### config.mk
export PLATFORM = sky130hd
export DESIGN_NAME = mantissa_adder
export DESIGN_NICKNAME = d
export VERILOG_FILES = /design/src/rtl/mantissa_adder.sv
export SDC_FILE = /design/constraint.sdc
export NUM_CORES = 1
export LEC_CHECK = 0
export BUFFER_PORTS_ARGS = -buffer_cell sky130_fd_sc_hd__buf_2
export CAP_MARGIN = 20
export CORE_ASPECT_RATIO = 1.75
export CORE_MARGIN = 5
export CORE_UTILIZATION = 45
export CTS_BUF_LIST = sky130_fd_sc_hd__clkbuf_4
export CTS_CLUSTER_DIAMETER = 50
export DETAILED_ROUTE_END_ITERATION = 8
export PLACE_DENSITY_LB_ADDON = 0.1
export SLEW_MARGIN = 5
export SYNTH_ARGS = -nofsm -noshare
export SYNTH_HDL_FRONTEND = slang
export SYNTH_SLANG_ARGS = --single-unit
### constraint.sdc
create_clock -name CLK -period 2.62 [get_ports CLK]
set_input_delay 0.524 -clock CLK [delete_from_list [all_inputs] [get_ports CLK]]
set_output_delay 0.524 -clock CLK [all_outputs]
set_load 0.02 [all_outputs]
### src/rtl/mantissa_adder.sv
// Responder side of the FPU mantissa-add handshake: captures two 25-bit operands,
// adds them CHUNK bits per cycle, then returns {carry, sum} with a one-cycle ack.
module mantissa_adder #(
  parameter int CHUNK = 5
) (
  input  logic        CLK,
  input  logic        RSTn,
  input  logic        Adder_valid,
  input  logic [24:0] Adder_datain1,
  input  logic [24:0] Adder_datain2,
  output logic [24:0] Adder_dataout,
  output logic        Adder_carryout,
  output logic        Adder_ack,
  output logic        Busy
);
  localparam int WIDTH  = 25;
  localparam int NCHUNK = WIDTH / CHUNK;
  localparam int CNT_W  = (NCHUNK > 1) ? $clog2(NCHUNK) : 1;
  localparam logic [CNT_W-1:0] LAST = CNT_W'(NCHUNK - 1);

  typedef enum logic [1:0] {IDLE, ADD, ACK, WAIT_REL} state_t;

  state_t           state_reg, state_next;
  logic [WIDTH-1:0] a_reg, b_reg, sum_reg, sum_next;
  logic             carry_reg;
  logic [CNT_W-1:0] cnt_reg;
  logic [CHUNK:0]   chunk_sum;
  logic             accept, last_chunk;

  // Operands shift right each ADD cycle, so the live chunk is always the low CHUNK bits.
  assign chunk_sum = {1'b0, a_reg[CHUNK-1:0]} + {1'b0, b_reg[CHUNK-1:0]}
                   + {{CHUNK{1'b0}}, carry_reg};

  // Sum chunks enter at the top; after NCHUNK insertions chunk 0 sits at bit 0.
  if (NCHUNK > 1) begin : g_multi
    assign sum_next = {chunk_sum[CHUNK-1:0], sum_reg[WIDTH-1:CHUNK]};
  end else begin : g_single
    assign sum_next = chunk_sum[CHUNK-1:0];
  end

  assign accept     = (state_reg == IDLE) && Adder_valid;
  assign last_chunk = (state_reg == ADD) && (cnt_reg == LAST);

  always_ff @(posedge CLK or negedge RSTn) begin
    if (!RSTn) begin
      state_reg <= IDLE;
    end else begin
      state_reg <= state_next;
    end
  end

  always_comb begin
    state_next = state_reg;
    Adder_ack  = 1'b0;
    Busy       = 1'b1;
    unique case (state_reg)
      IDLE: begin
        Busy = 1'b0;
        if (Adder_valid) state_next = ADD;
      end
      ADD: begin
        if (cnt_reg == LAST) state_next = ACK;
      end
      ACK: begin
        Adder_ack  = 1'b1;
        state_next = WAIT_REL;
      end
      WAIT_REL: begin
        // A stale high request must not relaunch an add.
        if (!Adder_valid) state_next = IDLE;
      end
      default: state_next = IDLE;
    endcase
  end

  always_ff @(posedge CLK or negedge RSTn) begin
    if (!RSTn) begin
      a_reg          <= '0;
      b_reg          <= '0;
      sum_reg        <= '0;
      carry_reg      <= 1'b0;
      cnt_reg        <= '0;
      Adder_dataout  <= '0;
      Adder_carryout <= 1'b0;
    end else if (accept) begin
      a_reg     <= Adder_datain1;
      b_reg     <= Adder_datain2;
      sum_reg   <= '0;
      carry_reg <= 1'b0;
      cnt_reg   <= '0;
    end else if (state_reg == ADD) begin
      a_reg     <= a_reg >> CHUNK;
      b_reg     <= b_reg >> CHUNK;
      sum_reg   <= sum_next;
      carry_reg <= chunk_sum[CHUNK];
      cnt_reg   <= cnt_reg + CNT_W'(1);
      if (last_chunk) begin
        Adder_dataout  <= sum_next;
        Adder_carryout <= chunk_sum[CHUNK];
      end
    end
  end

endmodule
==> flow_summary.toml <==
[yosys]
synthesis.nets = 475
synth_edf_count = 0
synthTopCellsByArea = "dfrtp_1 55%, mux2i_1 13%, o21ai_0 6.1%, mux2_4 5.5%, nand2_1 5.2%"
synth_seq_area_share_pct = 54.8
async_flop_share_pct = 100
synth.distinct_cells = 34
synth-seq-cells = 102
yosysTopAreaCellShare_pct = 54.8
yosysMostFrequentCell = "dfrtp_1"
synth_commonest_cells = "102 x dfrtp_1, 65 x nand2_1, 59 x mux2i_1"
yosysTopAreaCell = "dfrtp_1"
synth_top_flop_cell = "dfrtp_1"
synth_area_mm2 = 0.00466
synthCells = 409
avgSynthCellArea_um2 = 11.4
ys_warn_count = 0

[place]
dp_hpwl_um = 6960
io_buffers = 80
globalplace.congestion = 0.847
dp.cells = 597

[power_and_ir_drop]
ir_drop_uv = 446
leakage_uw = 0.00250
power.density_mw_per_mm2 = 1180
finalPower_uw = 6270

[clock_tree]
path_clk_slew_ns = 0.14
cts_setup_buffers = 0
clk_latency_ns = 0.44
cts_max_level = 3
cts_resized = 0
cts.sinks = 102
clock-root-buffer = "clkbuf_4"
cts_tree = "done"
cts_buffer_depth = 2
cts_buffers = 9
cts_hold_buffers = 1

[floorplanning]
die_h_um = 145
core_mm2 = 0.0102
num_rows = 49
pin_count = 81
dieArea_mm2 = 0.0126
floorplan.initialDensity_pct = 45.5
dieWidth_um = 86.9

[sta]
hold_ws_ns = 0.272
finalClockSkew_ns = 0.0179
finalSetupViolCount = 0
rsz0062_at_grt = "no"
hold_violations = 0
fin_crit_ns = 2.00
fmax_ghz = 0.499
fin_crit_sh_pct = 76.5
worstMarginPinSlew_ns = 0.487
slew_violations = 0
max_slew_margin_pct = 66.7
setup_tns_ns = 0

[final_layout]
drive_above_1_share_pct = 26.2
nFillCells = 967
multi_input_area_mm2 = 0.00194
syn_to_final_growth_pct = 14.1
final_nets = 548
instances_no_fill = 612
register_area_mm2 = 0.00255

[setup_path]
worstSetupPathType = "flip-flop to output port"
critPathSlowestCell = "dfrtp_1"
start_kind = "flip-flop"
critPathTopFamily = "flip-flops"
crit_path_end_kind = "output port"
cp_max_fo = 4
worstPathRequired_ns = 2.10
crit_top_cell = "inv_1"
crit_chain = "inv_1, ha_1, inv_1, buf_2"
critical_path_buf_inv_count = 3
crit_arrival_ns = 1.48
cpPeakStageDelay_ns = 0.45

[drt]
drtIter0Drc = 91
post-route-drc-count = 0
drt-wirelength-per-cell_um = 15.5
drt_wl_total_um = 9500
firstDrtPassIters = 4
vias_per_cell = 5.12
vias = 3131
detail-route-antenna-nets = 0

[global_route]
grt_pass1_vias = 3292
grt-ovfl-total = 0
grt_usage_pct = 16.4
antenna_found_initial = 1
grt_max_degree = 55
grt_pass1_wl_um = 16000

[min_path]
hp-class = "primary input to flip-flop"

[run_status]
status = "completed"

[flow_run]
max_cap_viol_count = 0
kinds of logic (layout without fill, tap and decap cells):
family                     after synthesis  after routing  share of synthesized area [%]
AOI/OAI and AO/OA                       75             75                           8.79
xor gates and xnor gates                 3              3                          0.564
adders and majority gates               13             13                           3.82
buffers and inverters                   34            109                           3.74
DFF                                    102            102                           54.8
muxes                                   82             82                           19.6
other                                    0              1                              0
and+or+nand+nor                        100            100                           8.65
worst reg2reg max path, delay by kind of cell, from the launching register on:
family / cells / cell delay [ns]
buffers and inverters: 2 / 0.37
and+or+nand+nor: 2 / 0.38
muxes: 1 / 0.32
adders and majority gates: 1 / 0.40
DFF: 1 / 0.43
metal layers:
| layer | routed length (um) | vias up | GRT usage (%) | part of all wire, % |
|---|---|---|---|---|
| met4 | 282 | 0 | 7.80 | 3.0 |
| met5 | 0 | - | 0 | 0 |
| met2 | 5020 | 70 | 28.1 | 53 |
| met1 | 3780 | 1497 | 19.4 | 40 |
| li1 | - | 1548 | - | - |
| met3 | 421 | 16 | 3.31 | 4.4 |
power breakdown:
| part | internal (uW) | switching [uW] | leakage (uW) |
|---|---|---|---|
| sequential | 2280 | 465 | 0.00127 |
| clock | 283 | 470 | 0.0000656 |
| combinational | 1260 | 1510 | 0.00117 |
area by class of cell:
class | instances | share of cell area (%)
antenna | 1 | 0.0471
timing repair buffer | 90 | 9.75
clock inverter | 3 | 0.730
inverter | 6 | 0.424
sequential | 102 | 48.0
tap | 127 | 2.99
clock buffer | 10 | 1.41
multi-input combinational | 273 | 36.6
cell usage in the layout, fill, tap and decap left out, drive strengths merged, types with 2 or more instances in the layout:
master / Yosys / layout
dfrtp: 102 / 102
buf: 18 / 89
nand2: 65 / 65
mux2i: 59 / 59
o21ai: 57 / 57
nor2: 23 / 23
mux2: 23 / 23
ha: 11 / 11
clkbuf: 10 / 10
inv: 6 / 6
a21oi: 5 / 5
nor3: 3 / 3
nand3: 3 / 3
a21o: 2 / 2
xnor2: 2 / 2
a211oi: 2 / 2
a21boi: 2 / 2
o31ai: 2 / 2
a31oi: 2 / 2
fa: 2 / 2
clkinv: 0 / 2
per-stage QoR:
stage / cell area, um^2 / setup slack [ns] / util (%)
after floorplan: 4660 / 0.765 / -
after global placement: 5190 / 0.673 / 50.7
after detailed placement: 5190 / 0.635 / 50.7
after CTS: 5310 / 0.576 / 51.9
after global routing: 5310 / 0.480 / 51.9
final: 5310 / 0.615 / 51.9
path summary, 6_finish.rpt:
kind / from / end / slack, ns / cells past startpoint
worst max-delay path: state_reg[0]$_DFFE_PN0P_ / Busy / 0.62 / 4
worst min-delay path: Adder_datain2[6] / b_reg[6]$_DFFE_PN0P_ / 0.27 / 3
worst max register to register: state_reg[1]$_DFFE_PN0P_ / Adder_dataout[12]$_DFFE_PN0P_ / 0.63 / 6
worst min register to register: Adder_dataout[5]$_DFFE_PN0P_ / Adder_dataout[5]$_DFFE_PN0P_ / 0.52 / 1
max in group asynchronous: RSTn / a_reg[2]$_DFFE_PN0P_ / 1.38 / 3
min in group asynchronous: RSTn / b_reg[6]$_DFFE_PN0P_ / 0.52 / 2
Power figures use the tool's default switching activity.
